==> src/rtl/control_unit_if.sv <==
// Program and data memory bus of the accumulator CPU sequencer.
// The master side belongs to control_unit. The slave side is the memory system:
// the program ROM plus the data memory that sits behind the tri-state pin in cpu.
interface control_unit_if;
  logic [7:0] addr_program;
  logic [7:0] data_program;
  logic [7:0] cmd_memory;
  logic [7:0] addr_memory;
  logic [7:0] mem_rdata;
  logic [7:0] mem_wdata;
  logic       mem_oe;
  logic       mem_ready;

  modport master (
    output addr_program,
    output cmd_memory,
    output addr_memory,
    output mem_wdata,
    output mem_oe,
    input  data_program,
    input  mem_rdata,
    input  mem_ready
  );

  modport slave (
    input  addr_program,
    input  cmd_memory,
    input  addr_memory,
    input  mem_wdata,
    input  mem_oe,
    output data_program,
    output mem_rdata,
    output mem_ready
  );
endinterface

==> src/rtl/control_unit.sv <==
// control_unit: fetch/decode/execute sequencer for the 8-bit accumulator CPU.
// It fetches from a combinational program ROM and executes against a handshaked
// data memory (mem_ready).
// Optional build macro CU_MEM_TIMEOUT_EN: a memory command still waiting after
// MEM_TIMEOUT cycles is abandoned. The unit then sets err and halts.
// All memory-side outputs are registers. Nothing from an input reaches them combinationally.
module control_unit #(
  parameter logic [7:0] PC_RESET    = 8'h00,
  parameter int         MEM_TIMEOUT = 16
) (
  input  logic               clk,
  input  logic               rst_n,
  control_unit_if.master     bus,
  output logic [7:0]         acc,
  output logic               carry,
  output logic               zero,
  output logic               halted,
  output logic               err
);

  typedef enum logic [2:0] {
    ST_FETCH   = 3'd0,
    ST_DECODE  = 3'd1,
    ST_OPERAND = 3'd2,
    ST_MEM_RD  = 3'd3,
    ST_MEM_WR  = 3'd4,
    ST_HALT    = 3'd5
  } state_t;

  localparam logic [3:0] OP_NOP = 4'h0;
  localparam logic [3:0] OP_LDA = 4'h1;
  localparam logic [3:0] OP_STA = 4'h2;
  localparam logic [3:0] OP_ADD = 4'h3;
  localparam logic [3:0] OP_SUB = 4'h4;
  localparam logic [3:0] OP_LDI = 4'h5;
  localparam logic [3:0] OP_JMP = 4'h6;
  localparam logic [3:0] OP_JZ  = 4'h7;
  localparam logic [3:0] OP_HLT = 4'hF;

  localparam logic [7:0] CMD_IDLE  = 8'h00;
  localparam logic [7:0] CMD_READ  = 8'h01;
  localparam logic [7:0] CMD_WRITE = 8'h02;

  state_t     state_q;
  logic [7:0] pc_q;
  logic [3:0] ir_q;       // only the opcode nibble matters; the low nibble is never used
  logic [7:0] opr_q;      // operand of a memory instruction, driven as addr_memory while in MEM states
  logic [7:0] acc_q;
  logic       carry_q;
  logic       halted_q;
  logic       err_q;
  logic [7:0] cmd_q;
  logic [7:0] wdata_q;
  logic       oe_q;

  logic [7:0] pc_inc_d;
  logic [7:0] alu_acc_d;
  logic       alu_carry_d;

`ifdef CU_MEM_TIMEOUT_EN
  localparam logic [7:0] TIMEOUT_LAST = 8'(MEM_TIMEOUT - 1);
  logic [7:0] wait_q;
`else
  // The timeout length is kept so that both builds have the same parameter list.
  // Without the timeout feature it only forms this empty block.
  if (MEM_TIMEOUT < 1) begin : g_timeout_unused
  end
`endif

  // Result of the memory-read instructions, applied when mem_ready completes the read.
  always_comb begin
    pc_inc_d    = pc_q + 8'd1;
    alu_acc_d   = acc_q;
    alu_carry_d = carry_q;
    case (ir_q)
      OP_LDA:  alu_acc_d = bus.mem_rdata;
      OP_ADD:  {alu_carry_d, alu_acc_d} = {1'b0, acc_q} + {1'b0, bus.mem_rdata};
      // The 9-bit difference wraps, so bit 8 is set exactly when acc < M[a] (borrow).
      OP_SUB:  {alu_carry_d, alu_acc_d} = {1'b0, acc_q} - {1'b0, bus.mem_rdata};
      default: begin
        alu_acc_d   = acc_q;
        alu_carry_d = carry_q;
      end
    endcase
  end

  // Sequencer FSM. It holds all architectural state and registered memory outputs.
  always_ff @(posedge clk) begin
    if (!rst_n) begin
      state_q  <= ST_FETCH;
      pc_q     <= PC_RESET;
      ir_q     <= 4'h0;
      opr_q    <= 8'h00;
      acc_q    <= 8'h00;
      carry_q  <= 1'b0;
      halted_q <= 1'b0;
      err_q    <= 1'b0;
      cmd_q    <= CMD_IDLE;
      wdata_q  <= 8'h00;
      oe_q     <= 1'b0;
`ifdef CU_MEM_TIMEOUT_EN
      wait_q   <= 8'h00;
`endif
    end else begin
      case (state_q)
        ST_FETCH: begin
          ir_q    <= bus.data_program[7:4];
          pc_q    <= pc_inc_d;
          state_q <= ST_DECODE;
        end

        ST_DECODE: begin
          case (ir_q)
            OP_LDA, OP_STA, OP_ADD, OP_SUB, OP_LDI, OP_JMP, OP_JZ: state_q <= ST_OPERAND;
            OP_HLT: begin
              halted_q <= 1'b1;
              state_q  <= ST_HALT;
            end
            OP_NOP:  state_q <= ST_FETCH;
            default: state_q <= ST_FETCH;   // 8..E behave as one-byte NOPs
          endcase
        end

        ST_OPERAND: begin
          pc_q <= pc_inc_d;
          case (ir_q)
            OP_LDI: begin
              acc_q   <= bus.data_program;
              state_q <= ST_FETCH;
            end
            OP_JMP: begin
              pc_q    <= bus.data_program;
              state_q <= ST_FETCH;
            end
            OP_JZ: begin
              if (acc_q == 8'h00) begin
                pc_q <= bus.data_program;
              end else begin
                pc_q <= pc_inc_d;
              end
              state_q <= ST_FETCH;
            end
            OP_LDA, OP_ADD, OP_SUB: begin
              opr_q   <= bus.data_program;
              cmd_q   <= CMD_READ;
              state_q <= ST_MEM_RD;
`ifdef CU_MEM_TIMEOUT_EN
              wait_q  <= 8'h00;
`endif
            end
            OP_STA: begin
              opr_q   <= bus.data_program;
              cmd_q   <= CMD_WRITE;
              wdata_q <= acc_q;
              oe_q    <= 1'b1;
              state_q <= ST_MEM_WR;
`ifdef CU_MEM_TIMEOUT_EN
              wait_q  <= 8'h00;
`endif
            end
            default: state_q <= ST_FETCH;
          endcase
        end

        ST_MEM_RD: begin
          if (bus.mem_ready) begin
            acc_q   <= alu_acc_d;
            carry_q <= alu_carry_d;
            cmd_q   <= CMD_IDLE;
            opr_q   <= 8'h00;
            state_q <= ST_FETCH;
          end
`ifdef CU_MEM_TIMEOUT_EN
          else if (wait_q == TIMEOUT_LAST) begin
            err_q    <= 1'b1;
            halted_q <= 1'b1;
            cmd_q    <= CMD_IDLE;
            opr_q    <= 8'h00;
            state_q  <= ST_HALT;
          end else begin
            wait_q <= wait_q + 8'd1;
          end
`else
          else begin
            state_q <= ST_MEM_RD;
          end
`endif
        end

        ST_MEM_WR: begin
          if (bus.mem_ready) begin
            cmd_q   <= CMD_IDLE;
            opr_q   <= 8'h00;
            wdata_q <= 8'h00;
            oe_q    <= 1'b0;
            state_q <= ST_FETCH;
          end
`ifdef CU_MEM_TIMEOUT_EN
          else if (wait_q == TIMEOUT_LAST) begin
            err_q    <= 1'b1;
            halted_q <= 1'b1;
            cmd_q    <= CMD_IDLE;
            opr_q    <= 8'h00;
            wdata_q  <= 8'h00;
            oe_q     <= 1'b0;
            state_q  <= ST_HALT;
          end else begin
            wait_q <= wait_q + 8'd1;
          end
`else
          else begin
            state_q <= ST_MEM_WR;
          end
`endif
        end

        ST_HALT: begin
          state_q <= ST_HALT;   // only reset leaves HALT
        end

        default: begin
          cmd_q   <= CMD_IDLE;
          opr_q   <= 8'h00;
          wdata_q <= 8'h00;
          oe_q    <= 1'b0;
          state_q <= ST_FETCH;
        end
      endcase
    end
  end

  assign bus.addr_program = pc_q;
  assign bus.cmd_memory   = cmd_q;
  assign bus.addr_memory  = opr_q;
  assign bus.mem_wdata    = wdata_q;
  assign bus.mem_oe       = oe_q;
  assign acc              = acc_q;
  assign carry            = carry_q;
  assign zero             = (acc_q == 8'h00);
  assign halted           = halted_q;
  assign err              = err_q;

endmodule

==> src/flat_wrapper.sv <==
// flat-port wrapper written by rule: the top's interface ports become plain ports
module control_unit_flat 
#(
  parameter logic [7:0] PC_RESET    = 8'h00,
  parameter int         MEM_TIMEOUT = 16
)
  (clk, rst_n, acc, carry, zero, halted, err, bus_addr_program, bus_cmd_memory, bus_addr_memory, bus_mem_wdata, bus_mem_oe, bus_data_program, bus_mem_rdata, bus_mem_ready);
  control_unit_if bus_i ();
  input  logic clk;
  input  logic rst_n;
  output logic [7:0] acc;
  output logic carry;
  output logic zero;
  output logic halted;
  output logic err;
  output wire logic [$bits(bus_i.addr_program)-1:0] bus_addr_program;
  output wire logic [$bits(bus_i.cmd_memory)-1:0] bus_cmd_memory;
  output wire logic [$bits(bus_i.addr_memory)-1:0] bus_addr_memory;
  output wire logic [$bits(bus_i.mem_wdata)-1:0] bus_mem_wdata;
  output wire logic [$bits(bus_i.mem_oe)-1:0] bus_mem_oe;
  input wire logic [$bits(bus_i.data_program)-1:0] bus_data_program;
  input wire logic [$bits(bus_i.mem_rdata)-1:0] bus_mem_rdata;
  input wire logic [$bits(bus_i.mem_ready)-1:0] bus_mem_ready;
  assign bus_addr_program = bus_i.addr_program;
  assign bus_cmd_memory = bus_i.cmd_memory;
  assign bus_addr_memory = bus_i.addr_memory;
  assign bus_mem_wdata = bus_i.mem_wdata;
  assign bus_mem_oe = bus_i.mem_oe;
  assign bus_i.data_program = bus_data_program;
  assign bus_i.mem_rdata = bus_mem_rdata;
  assign bus_i.mem_ready = bus_mem_ready;
  control_unit #(.PC_RESET(PC_RESET), .MEM_TIMEOUT(MEM_TIMEOUT)) u_core (.clk(clk), .rst_n(rst_n), .bus(bus_i), .acc(acc), .carry(carry), .zero(zero), .halted(halted), .err(err));
endmodule
==> config.mk <==
export PLATFORM = sky130hd
export DESIGN_NAME = control_unit_flat
export DESIGN_NICKNAME = d
export VERILOG_FILES = /design/src/rtl/control_unit_if.sv /design/src/rtl/control_unit.sv /design/src/flat_wrapper.sv
export SDC_FILE = /design/constraint.sdc
export NUM_CORES = 1
export LEC_CHECK = 0
export CAP_MARGIN = 20
export CORE_ASPECT_RATIO = 1.1
export CORE_UTILIZATION = 55
export DETAILED_ROUTE_END_ITERATION = 10
export PLACE_DENSITY = 0.95
export SETUP_SLACK_MARGIN = 0.3
export SYNTH_ARGS = -nofsm -noshare
export SYNTH_HDL_FRONTEND = slang
export SYNTH_SLANG_ARGS = --single-unit
==> constraint.sdc <==
create_clock -name clk -period 5.85 [get_ports clk]
set_input_delay 1.755 -clock clk [delete_from_list [all_inputs] [get_ports clk]]
set_output_delay 1.755 -clock clk [all_outputs]
set_load 0.01 [all_outputs]
Yosys cells after proc, flatten, opt, wreduce, memory -nomap -nowiden. Cells that the tools add are included.

Register bits: 50. Output and inout bits: 45.

$add $sub $neg: 3. Equality and inequality tests: 21. Mux-type cells: 23. Bitwise gates (word level): 2. Reduce and logical (&&, ||, !) cells: 17.

Operators by type and width (number): $pmux W8 S3 (4); $pmux W8 S2 (4); $mux W8 (6); $pmux W3 S6 (1); $eq A4 B3 Y1 const B (4); $pmux W3 S2 (2); $reduce_and A3 Y1 (4); $ne A2 B2 Y1 const B (5); $add A8 B8 Y9 (1); $sub A8 B8 Y9 (1); $add A8 B1 Y8 const B (1); $eq A4 B2 Y1 const B (2); $logic_not A8 Y1 (1); $reduce_or A4 Y1 (2); $reduce_or A7 Y1 (1); $eq A3 B2 Y1 const B (2); $eq A3 B3 Y1 const B (2); $reduce_bool A2 Y1 (3); $reduce_or A3 Y1 (2); $eq A4 B1 Y1 const B (1); $eq A4 B4 Y1 const B (1); $ne A4 B4 Y1 const B (1); $reduce_and A4 Y1 (1); $eq A3 B1 Y1 const B (1); 11 further kinds (13).

Depth between registers and ports, before layout.
Word-level depth: 4. Mapped depth: 9. Depth with buffers taken out: 9.

Least setup slack after synthesis. OpenSTA, ideal clock, no wires.

Kind: input port to flip-flop. From: input port bus_mem_rdata[3]. To: register u_core.acc_q[6], in the netlist u_core.acc[6]. Arrival time: 3284 ps. Required time: 5754 ps. Setup slack: 2470 ps. Stages: 9. Buffers on the path: 1. Cell sequence: inv_1 -> ha_1 -> clkbuf_1 -> a21o_1 -> a31o_2 -> a31o_2 -> nor2_1 -> a211oi_1 -> o41ai_2.

Cells in the longest elaborated chain, start to end: 4. Elaborated cells between the ends (all ways): 5.

Ends and longest elaborated chain: start, declared (RTL line flat_wrapper.sv:22) `input wire logic [$bits(bus_i.mem_rdata)-1:0] bus_mem_rdata;`; $sub A8 B8 Y9 or $add A8 B8 Y9 (tied branches) (RTL line control_unit.sv:79, control_unit.sv:77); $pmux W8 S3 * (RTL line control_unit.sv:75) `case (ir_q)`; $mux W8 * (RTL line control_unit.sv:166) `if (bus.mem_ready) begin`; $pmux W8 S2 * (RTL line control_unit.sv:105) `case (state_q)`; end signal, assigned (RTL line control_unit.sv:128) `acc_q <= bus.data_program;`; end signal, assigned (RTL line control_unit.sv:167) `acc_q <= alu_acc_d;`; end, declared (RTL line control_unit.sv:48) `logic [7:0] acc_q;`.

Mark *: on every way between the ends. The rest lies on a longest branch, timed or not. The select of a mux whose other input is x is not followed. A chain may end at the register's enable or synchronous reset.

Worst setup path in the final report.
From: input port bus_mem_rdata[0]. To: register u_core.acc_q[6], in the netlist u_core.acc[6].

Same word-level chain as after synthesis.

==> impl_metrics.toml <==
[layout]
n_fill_cell = 411
layout.nets = 445
drive_above_1_share = 0.0614
area_delta_synth_final_pct = 19.9
multiInputGateArea_um2 = 1820
antenna_cells = 0
seq_area_um2 = 881

[clock_tree]
h-tree-depth = 2
clock_latency_ns = 0.30
cts_buffer_depth = 2
hold_buffers = 0
post-cts-setup-buffer-count = 0
cts_buffers = 5
cts_tree = "yes"
cts.sinks = 44
cts_root_buffer = "clkbuf_8"
post_cts_resized = 0
path_clk_slew_ns = 0.08

[sta]
setup_viol = 0
finalSetupTns_ns = 0
final-hold-violation-count = 0
rsz0062_at_grt = "no"
fin_hold_ws_ns = 0.459
timing.fmax_ghz = 0.261
tightest_slew_ns = 0.706
fin_skew_ns = 0.00594
fin_ws_ns = 2.01
slew-limit-headroom = 0.528
finalCritPeriodShare = 0.656
maxSlewViolCount = 0
final.min_clock_period_ns = 3.84

[critical_path]
critPathRequiredTime_ns = 6.05
r2r-end = "u_core.bus.addr_program[5]"
cp_max_fo = 4
crit_start = "bus_mem_rdata[0]"
reg2reg_depth = 6
r2r_setup_slack_ns = 3.26
path_class = "in2reg"
start_kind = "input pin"
cp.arrival_ns = 4.04
r2r_start = "u_core.state_q[1]"
crit_path_end = "u_core.acc[6]"
worstSetupEndpointType = "register"

[global_routing]
antenna_found_initial = 0
grt_pass1_wl_um = 12700
grt.total_usage = 0.281
grt_max_degree = 32
grt_pass1_vias = 2629
overflow = 0

[floorplanning]
dieArea_um2 = 5660
initial_core_util = 0.579
ioPinCount = 64
rows = 27
coreArea_um2 = 5100
die_height_um = 78.8
fp.dieW_um = 71.8

[synthesis]
yosys.area.top_type = "dfxtp_1"
syn_avg_cell_area_um2 = 8.09
async_flop_share = 0
synth.most_common_cell = "nor2_1"
synth_common_cells = "45 x nor2_1, 44 x dfxtp_1, 34 x a21oi_1"
synth_seq_area_share = 0.298
synth-edff-count = 0
yosys_warnings = 0
syn_area_um2 = 2950
synth.top_cell.area_share = 0.298
syn-instance-count = 365
synthFlopType = "dfxtp_1"
ys_ff_latch = 44
synth_cell_types = 70
synth.area.top_cells = "dfxtp_1 30%, ha_1 7.6%, a21oi_1 5.8%"

[power_and_ir_drop]
p_int_mw = 0.441
switchingPower_mw = 0.189
p_comb_frac = 0.180
irDropWorstVdd_mv = 0.179
power_frac_clock = 0.305
swShare = 0.301
p_leak_nw = 1.34
powerDensity_nw_per_um2 = 178
seq_power_share = 0.514

[min_path]
hp-class = "reg2reg"
worstHoldStart = "u_core.bus.addr_memory[0]"

[outcome]
outcome = "complete, no violations"

[routing]
wl_per_cell_um = 16.9
drt-initial-drc-count = 298
dr.pass1.iters = 5
totalWireLength_um = 8100
via_per_inst = 6.19
drc = 0
final_antenna_net_count = 0
via_count = 2964

[placement]
pre_cts_ws_ns = 1.78
hpwl_um = 5690
portBuffers = 56
gp_congestion = 0.911

[flow_run]
max-cap-violations = 0
final cells by class:
cell class,instances,share of cell area
clock inverters,1,0.00247
flip-flops and latches,44,0.249
inverters,22,0.0233
well taps,72,0.0255
multi-input cells,274,0.514
clock buffers,7,0.0216
repair buffers,59,0.164
per-stage QoR:
step	power, mW	util	cells	instance area (µm²)
finish	0.630	0.694	479	3540
global route	0.657	0.694	479	3540
CTS	0.627	0.693	478	3530
detailed placement	0.440	0.676	470	3450
global placement	0.436	0.676	470	3450
floorplan	0.405	-	371	2970
flip-flops by register name, summed over array words and instances, names as in the netlist:
signal,cells
u_core.acc,8
u_core.bus.addr_memory,8
u_core.bus.addr_program,8
u_core.bus.cmd_memory,2
u_core.bus.mem_oe,1
u_core.bus.mem_wdata,8
u_core.carry,1
u_core.halted,1
u_core.ir_q,4
u_core.state_q,3
worst min path at each step:
stage	end	slack [ns]	cells past startpoint
2_1_floorplan	u_core.bus.addr_memory[0]	0.48	2
3_3_place_gp	u_core.bus.addr_memory[6]	0.44	2
3_5_place_dp	u_core.bus.addr_memory[0]	0.45	2
4_1_cts	u_core.bus.addr_memory[0]	0.46	2
5_1_grt	u_core.bus.addr_memory[0]	0.48	2
6_report	u_core.bus.addr_memory[0]	0.46	2
layout by cell type, fill, tap and decap left out, types with 6 or more instances in the layout:
master	count
a211oi_1	7
a21oi_1	34
a22oi_1	12
clkdlybuf4s50_1	56
conb_1	7
dfxtp_1	44
ha_1	18
inv_1	22
mux2i_1	6
nand2_1	21
nand3_1	22
nor2_1	45
nor2b_1	6
o21ai_0	10
power by group through the flow:
stage / registers [mW] / logic (mW) / clock network [mW]
2_1_floorplan: 0.320 / 0.0847 / 0
4_1_cts: 0.323 / 0.111 / 0.193
3_5_place_dp: 0.330 / 0.110 / 0
3_3_place_gp: 0.329 / 0.107 / 0
5_1_grt: 0.326 / 0.122 / 0.209
6_report: 0.324 / 0.114 / 0.192
metal layers:
metal | vias up | track usage | share of wire
met5 | - | 0 | 0
met4 | 0 | 0.0980 | 0.019
met3 | 21 | 0.0596 | 0.083
met2 | 170 | 0.468 | 0.49
met1 | 1382 | 0.359 | 0.41
li1 | 1391 | - | -
cells by family (layout without fill, tap and decap cells):
group	count (synthesis)	after routing	share of synthesized area
flip-flops	44	44	0.298
XOR/XNOR	1	1	0.00297
AO/OA/AOI/OAI	109	109	0.257
buffers and inverters	53	89	0.0924
multiplexers	7	7	0.0242
AND/OR/NAND/NOR	130	130	0.234
other	1	7	0.00127
adder cells (fa/ha/maj)	20	20	0.0899
worst max-delay path, stage by stage:
cell	delay, ns
clkdlybuf4s50_1	0.47
ha_1	0.26
fa_1	0.43
a21oi_1	0.23
o221ai_1	0.24
o2111ai_1	0.24
a21oi_1	0.07
o41ai_2	0.35
Note: power is estimated with default switching activity, not from simulation.
